<file path="src/rtl/ext_alu_core_pkg.sv">
// Shared widths, opcode constants, CSR bit positions and FSM types for the
// external ALU core and its iterative multiply/divide unit.
package ext_alu_core_pkg;

  localparam int ALU_DATA_BITS    = 32;
  localparam int ALU_OP_BITS      = 4;
  localparam int ALU_CSR_IN_BITS  = 3;
  localparam int ALU_CSR_OUT_BITS = 3;
  localparam int ITER_COUNT       = 32;

  localparam int CSR_IN_PROTECT  = 0;
  localparam int CSR_IN_OP1      = 1;
  localparam int CSR_IN_OP2      = 2;
  localparam int CSR_OUT_OP1_RDY = 0;
  localparam int CSR_OUT_OP2_RDY = 1;
  localparam int CSR_OUT_VALID   = 2;

  localparam logic [ALU_OP_BITS-1:0] OP_ADD  = 4'd0;
  localparam logic [ALU_OP_BITS-1:0] OP_SUB  = 4'd1;
  localparam logic [ALU_OP_BITS-1:0] OP_AND  = 4'd2;
  localparam logic [ALU_OP_BITS-1:0] OP_OR   = 4'd3;
  localparam logic [ALU_OP_BITS-1:0] OP_XOR  = 4'd4;
  localparam logic [ALU_OP_BITS-1:0] OP_SLL  = 4'd5;
  localparam logic [ALU_OP_BITS-1:0] OP_SRL  = 4'd6;
  localparam logic [ALU_OP_BITS-1:0] OP_SRA  = 4'd7;
  localparam logic [ALU_OP_BITS-1:0] OP_SLT  = 4'd8;
  localparam logic [ALU_OP_BITS-1:0] OP_SLTU = 4'd9;
  localparam logic [ALU_OP_BITS-1:0] OP_MUL  = 4'd10;
  localparam logic [ALU_OP_BITS-1:0] OP_DIVU = 4'd12;
  localparam logic [ALU_OP_BITS-1:0] OP_REMU = 4'd13;

  typedef enum logic [2:0] {
    ST_IDLE,
    ST_GET_OP2,
    ST_EXEC,
    ST_WRITE,
    ST_HOLD
  } state_e;

  typedef enum logic [1:0] {
    MD_MUL,
    MD_DIVU,
    MD_REMU
  } md_op_e;

  function automatic logic is_iterative(input logic [ALU_OP_BITS-1:0] op);
    return (op == OP_MUL) || (op == OP_DIVU) || (op == OP_REMU);
  endfunction

  function automatic logic [ALU_CSR_OUT_BITS-1:0] csr_out_code(input state_e s);
    logic [ALU_CSR_OUT_BITS-1:0] code;
    code = '0;
    case (s)
      ST_IDLE:    code[CSR_OUT_OP1_RDY] = 1'b1;
      ST_GET_OP2: code[CSR_OUT_OP2_RDY] = 1'b1;
      ST_HOLD:    code[CSR_OUT_VALID]   = 1'b1;
      default:    code = '0;
    endcase
    return code;
  endfunction

endpackage

</file>
<file path="src/rtl/ext_alu_core_seqmd.sv">
// Iterative unit: shift-add multiplier and restoring divider, one bit per cycle
// for ITER_COUNT cycles after a start pulse.
module ext_alu_seqmd
  import ext_alu_core_pkg::*;
(
  input  logic                     clk,
  input  logic                     reset,
  input  logic                     start,
  input  md_op_e                   op,
  input  logic [ALU_DATA_BITS-1:0] a,
  input  logic [ALU_DATA_BITS-1:0] b,
  output logic                     done,
  output logic [ALU_DATA_BITS-1:0] result
);

  md_op_e                   op_q;
  logic [ALU_DATA_BITS-1:0] acc;
  logic [ALU_DATA_BITS-1:0] x;
  logic [ALU_DATA_BITS-1:0] y;
  logic [5:0]               cnt;
  logic                     busy;

  logic [ALU_DATA_BITS:0]   rem_shift;
  logic                     fits;
  logic [ALU_DATA_BITS-1:0] rem_next;

  // Divide-by-zero needs no special case: every trial subtract fits, giving an
  // all-ones quotient while the remainder accumulates the dividend bits.
  always_comb begin
    rem_shift = {acc, x[ALU_DATA_BITS-1]};
    fits      = (rem_shift >= {1'b0, y});
    rem_next  = fits ? ALU_DATA_BITS'(rem_shift - {1'b0, y}) : rem_shift[ALU_DATA_BITS-1:0];
  end

  // acc is the product (MUL) or partial remainder; x holds multiplier or quotient.
  always_ff @(posedge clk or posedge reset) begin
    if (reset) begin
      op_q <= MD_MUL;
      acc  <= '0;
      x    <= '0;
      y    <= '0;
      cnt  <= '0;
      busy <= 1'b0;
    end else if (start) begin
      op_q <= op;
      acc  <= '0;
      x    <= (op == MD_MUL) ? b : a;
      y    <= (op == MD_MUL) ? a : b;
      cnt  <= 6'(ITER_COUNT);
      busy <= 1'b1;
    end else if (busy) begin
      if (op_q == MD_MUL) begin
        if (x[0]) acc <= acc + y;
        y <= y << 1;
        x <= x >> 1;
      end else begin
        acc <= rem_next;
        x   <= {x[ALU_DATA_BITS-2:0], fits};
      end
      cnt <= cnt - 6'd1;
      if (cnt == 6'd1) busy <= 1'b0;
    end
  end

  assign done   = busy && (cnt == 6'd1);
  assign result = (op_q == MD_DIVU) ? x : acc;

endmodule

</file>
<file path="src/rtl/ext_alu_core.sv">
// External ALU core: CSR-handshaked operand capture, combinational single-cycle
// ops, iterative MUL/DIVU/REMU, and a protectable registered result.
module ext_alu_core
  import ext_alu_core_pkg::*;
(
  input  logic                        clk,
  input  logic                        reset,
  input  logic [ALU_DATA_BITS-1:0]    OP1,
  input  logic [ALU_DATA_BITS-1:0]    OP2,
  input  logic [ALU_OP_BITS-1:0]      ALUOP,
  input  logic [ALU_CSR_IN_BITS-1:0]  CSR_ALU_IN,
  output logic [ALU_DATA_BITS-1:0]    OP3,
  output logic [ALU_CSR_OUT_BITS-1:0] CSR_ALU_OUT
);

  state_e                   state;
  state_e                   state_next;
  logic [ALU_DATA_BITS-1:0] op1_q;
  logic [ALU_DATA_BITS-1:0] op2_q;
  logic [ALU_OP_BITS-1:0]   aluop_q;
  logic [5:0]               exec_cnt;

  logic                     iterative;
  logic                     md_start;
  logic                     md_done;
  md_op_e                   md_op;
  logic [ALU_DATA_BITS-1:0] md_result;
  logic [ALU_DATA_BITS-1:0] alu_result;
  logic [ALU_DATA_BITS-1:0] result;

  assign iterative = is_iterative(aluop_q);
  assign md_op     = (aluop_q == OP_MUL)  ? MD_MUL :
                     (aluop_q == OP_DIVU) ? MD_DIVU : MD_REMU;

  always_comb begin
    alu_result = '0;
    case (aluop_q)
      OP_ADD:  alu_result = op1_q + op2_q;
      OP_SUB:  alu_result = op1_q - op2_q;
      OP_AND:  alu_result = op1_q & op2_q;
      OP_OR:   alu_result = op1_q | op2_q;
      OP_XOR:  alu_result = op1_q ^ op2_q;
      OP_SLL:  alu_result = op1_q << op2_q[4:0];
      OP_SRL:  alu_result = op1_q >> op2_q[4:0];
      OP_SRA:  alu_result = $unsigned($signed(op1_q) >>> op2_q[4:0]);
      OP_SLT:  alu_result = {31'd0, $signed(op1_q) < $signed(op2_q)};
      OP_SLTU: alu_result = {31'd0, op1_q < op2_q};
      default: alu_result = '0;
    endcase
  end

  assign result = iterative ? md_result : alu_result;

  always_comb begin
    state_next = state;
    md_start   = 1'b0;
    case (state)
      ST_IDLE:
        if (CSR_ALU_IN[CSR_IN_OP1]) state_next = ST_GET_OP2;
      ST_GET_OP2:
        if (CSR_ALU_IN[CSR_IN_OP2]) begin
          state_next = ST_EXEC;
          md_start   = iterative;
        end
      ST_EXEC:
        if (exec_cnt == 6'd0 && (!iterative || md_done)) state_next = ST_WRITE;
      ST_WRITE:
        if (!CSR_ALU_IN[CSR_IN_PROTECT]) state_next = ST_HOLD;
      ST_HOLD:
        if (CSR_ALU_IN[CSR_IN_PROTECT]) state_next = ST_IDLE;
      default:
        state_next = ST_IDLE;
    endcase
  end

  always_ff @(posedge clk or posedge reset) begin
    if (reset) begin
      state       <= ST_IDLE;
      CSR_ALU_OUT <= csr_out_code(ST_IDLE);
      op1_q       <= '0;
      op2_q       <= '0;
      aluop_q     <= '0;
      exec_cnt    <= '0;
      OP3         <= '0;
    end else begin
      state       <= state_next;
      CSR_ALU_OUT <= csr_out_code(state_next);
      if (state == ST_IDLE && CSR_ALU_IN[CSR_IN_OP1]) begin
        op1_q   <= OP1;
        aluop_q <= ALUOP;
      end
      if (state == ST_GET_OP2 && CSR_ALU_IN[CSR_IN_OP2]) begin
        op2_q    <= OP2;
        exec_cnt <= iterative ? 6'(ITER_COUNT - 1) : 6'd0;
      end else if (state == ST_EXEC && exec_cnt != 6'd0) begin
        exec_cnt <= exec_cnt - 6'd1;
      end
      if (state == ST_WRITE && !CSR_ALU_IN[CSR_IN_PROTECT]) OP3 <= result;
    end
  end

  // The iterative unit takes OP2 straight from the port since op2_q loads on the same edge.
  ext_alu_seqmd u_seqmd (
    .clk    (clk),
    .reset  (reset),
    .start  (md_start),
    .op     (md_op),
    .a      (op1_q),
    .b      (OP2),
    .done   (md_done),
    .result (md_result)
  );

endmodule

</file>
<file path="config.mk">
export PLATFORM = sky130hd
export DESIGN_NAME = ext_alu_core
export DESIGN_NICKNAME = d
export VERILOG_FILES = /design/src/rtl/ext_alu_core_pkg.sv /design/src/rtl/ext_alu_core_seqmd.sv /design/src/rtl/ext_alu_core.sv
export SDC_FILE = /design/constraint.sdc
export NUM_CORES = 1
export LEC_CHECK = 0
export CAP_MARGIN = 20
export CORE_ASPECT_RATIO = 1.25
export CORE_MARGIN = 2
export CORE_UTILIZATION = 35
export CTS_BUF_LIST = sky130_fd_sc_hd__clkbuf_8 sky130_fd_sc_hd__clkbuf_16
export CTS_CLUSTER_DIAMETER = 200
export CTS_CLUSTER_SIZE = 24
export DETAILED_ROUTE_END_ITERATION = 16
export RECOVER_POWER = 50
export SETUP_SLACK_MARGIN = 0.5
export SLEW_MARGIN = 20
export SYNTH_ARGS = -nofsm -noshare
export SYNTH_HDL_FRONTEND = slang
export SYNTH_HIERARCHICAL = 1
export SYNTH_SLANG_ARGS = --single-unit
</file>
<file path="constraint.sdc">
create_clock -name clk -period 4.22 [get_ports clk]
set_clock_uncertainty 0.05 [all_clocks]
set_input_delay 0.422 -clock clk [delete_from_list [all_inputs] [get_ports clk]]
set_output_delay 0.422 -clock clk [all_outputs]
set_load 0.1 [all_outputs]
</file>
==> results.ini <==
[synth]
synthSimpleGateAreaFrac_pct = 18.3
synth_adder_area_share_pct = 9.55
synth.top_cell.area_share_pct = 23.9
synthTopCellsByArea = dfrtp_1 (24%), ha_1 (9.2%), o21ai_0 (6.8%)
synth_top_family_by_area = compound AO/OA/AOI/OAI gates
ys_async_sr_fraction_pct = 100
synth_compound_area_share_pct = 28.4
synth_top_area_cell = dfrtp_1
synth_seq_cells = 217
syn_inst = 2981
syn_avg_cell_area_um2 = 7.58
synthXorXnorAreaFrac_pct = 2.64
synth_cell_types = 96
synth_fp_nets = 3224
synth-edff-count = 0
synthFlopType = dfrtp_1
yosysSeqAreaShare_pct = 24.1
synth_mux_area_share_pct = 10.8
yosys_warnings = 6
syn-cell-area_mm2 = 0.0226

[finish]
diodes = 0
nNetsFinal = 3252
num-fill-cells = 6688
multi_input_area_mm2 = 0.0159
area_delta_synth_final_pct = 12.2
instances_no_fill = 3861
seq_area_mm2 = 0.00545
drive_gt1_share_pct = 9.36

[flow_run]
cap_violations = 3

[min_path]
min_path_cells = 3
min_to = op1_q[17]
hp-class = input pin to flop
hp-start = OP1[17]

[sta]
worst_pin_slew_ps = 2810
relSlewSlack_pct = -88.3
max_freq_mhz = 272
min_period_ps = 3670
finalHoldViolCount = 0
grt_setup_unrepaired = true
finalSetupViolCount = 0
fin_tns_setup_ps = 0
drv_slew = 164
period_share_pct = 87.0

[clocking]
numCtsBuffers = 13
cts_max_path_buffers = 3
cts.sinks = 217
cts_tree = built
root_buffer = clkbuf_16
path_clk_slew_ps = 120
htree_levels = 1
clk_latency_ps = 540

[placement]
port_buffers = 107
dp_cells = 3835
hpwl_um = 69500
routabilityCongestion = 1.02

[worst_setup_path]
reg2reg_depth = 12
crit_start = op1_q[1]
reg2reg_slack_ps = 550
worst_r2r_endpoint = OP3[31]
cp-start-kind = flop
crit_type = flop to flop
required_ps = 4590
reg2reg_from = op1_q[1]
cp.arrival_ps = 4040
cp_max_fo = 13
endpoint_kind = flop

[detailed_routing]
via_per_inst = 6.01
dr.first_iter.drc_count = 2269
wl_met1_um = 37200
num_vias = 23200
wire_per_inst_um = 23.6
drc = 0
dr.max_layer_used = met4
ant_nets = 0
dr_wl_met2_um = 42600
dr_wl_met3_um = 5540
wirelength_um = 91000
dr.pass1.iters = 6

[status]
status = finished, violations left
violations = max-capacitance violations, max-slew violations

[global_route]
antenna_found_initial = 0
grt_pass1_vias = 22300
grt_max_degree = 97
grt_pass1_wl_um = 138000
overflow = 0
track_usage_pct = 26.7

[die]
design.core.area_mm2 = 0.0642
start_util_pct = 35.2
die_x_um = 231
die_y_um = 288
die_area_mm2 = 0.0666
rows = 104
pin_count = 108

[synth_stat cells (6+ instances only)]
cell type and instances:
a31oi_1 63, o21ai_0 309, and3_1 16, a21o_1 41
o2111ai_1 8, nor2b_1 17, o31ai_1 18, and2_1 10
o22ai_1 21, a221oi_1 25, a21oi_1 262, a221o_1 15
o21bai_1 26, xnor2_1 43, xor2_1 25, or3_1 11
o211ai_1 45, o21a_1 14, a22o_1 6, o21ai_1 17
mux2_2 47, nor3b_1 6, nand4_1 15, a211oi_1 23
buf_1 22, buf_2 22, nand2b_1 24, clkbuf_1 159
nand3_1 75, a211o_1 11, o221ai_1 11, mux4_2 40
ha_1 166, mux2i_1 97, dfrtp_1 216, nor2_1 311
inv_1 157, nand2_1 372, a311oi_1 7, nor4_1 13
a22oi_1 20, nor3_1 57
[registers in the layout, summed over array words and instances (netlist names)]
name          flops
CSR_ALU_OUT       3
exec_cnt          6
u_seqmd/busy      1
u_seqmd/cnt       6
OP3              32
aluop_q           4
u_seqmd/x        32
state             3
u_seqmd/y        32
op1_q            32
u_seqmd/acc      32
u_seqmd/op_q      2
op2_q            32
[worst max-delay path by stage]
| stage | to | slack (ps) | depth (start not counted) |
|---|---|---|---|
| after floorplan | OP3[26] | 520 | 15 |
| after global routing | u_seqmd/x[28] | 340 | 3 |
| after global placement | OP3[26] | 460 | 14 |
| final | OP3[31] | 550 | 12 |
| after detailed placement | OP3[26] | 410 | 14 |
| after CTS | OP3[26] | 490 | 14 |
[cells in the final DEF (no fill, tap or decap), types with 46 or more instances in the layout]
cell             instances
dfrtp_1                209
ha_1                   163
a21oi_1                257
buf_4                  104
a31oi_1                 59
nor3_1                  53
o21ai_0                309
nor2_1                 307
nand2_1                372
mux2_2                  46
inv_1                  156
mux2i_1                 97
clkdlybuf4s50_1        106
nand3_1                 75
[stage by stage]
stage / utilization (%) / hold slack [ps] / worst slack [ps] / cell area (um2)
floorplan: - / 438 / 522 / 22600
global placement: 38.7 / 441 / 456 / 24800
detailed placement: 38.7 / 439 / 411 / 24800
CTS: 39.3 / 370 / 491 / 25200
global route: 39.5 / 417 / 340 / 25300
finish: 39.5 / 384 / 549 / 25300
[cell families (layout without fill, tap and decap cells)]
group,count (synthesis),after routing
AND/OR/NAND/NOR,951,951
XOR/XNOR,68,68
buffers and inverters,367,399
multiplexers,186,186
AO/OA/AOI/OAI,1022,1022
adder cells (fa/ha/maj),170,170
flip-flops,217,217
[layout make-up]
class / count / share of cell area [%]
multi-input combinational: 2397 / 62.7
sequential: 217 / 21.5
timing repair buffer: 220 / 7.77
tap: 848 / 4.19
inverter: 160 / 2.39
clock buffer: 13 / 1.28
clock inverter: 6 / 0.212
[what timing repair did]
item,in CTS,in global routing
setup buffers,1,6
gates resized for setup,4,14
pin swaps,1,11
hold buffers,0,0
endpoints found under the setup margin,5,14
[per-layer routing]
metal  up-vias  global-route usage (%)
li1      10800                       -
met1     11100                    34.3
met2      1000                    44.3
met3       245                    2.46
met4         0                    14.6
met5         -                       0
[critical path, cell delays in order (launching register included)]
cell and delay (ps):
dfrtp_2 540, inv_1 100, ha_1 330, a21oi_1 110, o211ai_1 410, nand4_1 210
a21oi_1 390, o21bai_1 180, a21oi_1 330, o22ai_1 180, o21a_1 220, and3_1 180
o32a_1 320
Power is left out: the tool's default activity adds up to more than one toggle a clock period on the data nets, which glitch-free logic cannot reach.
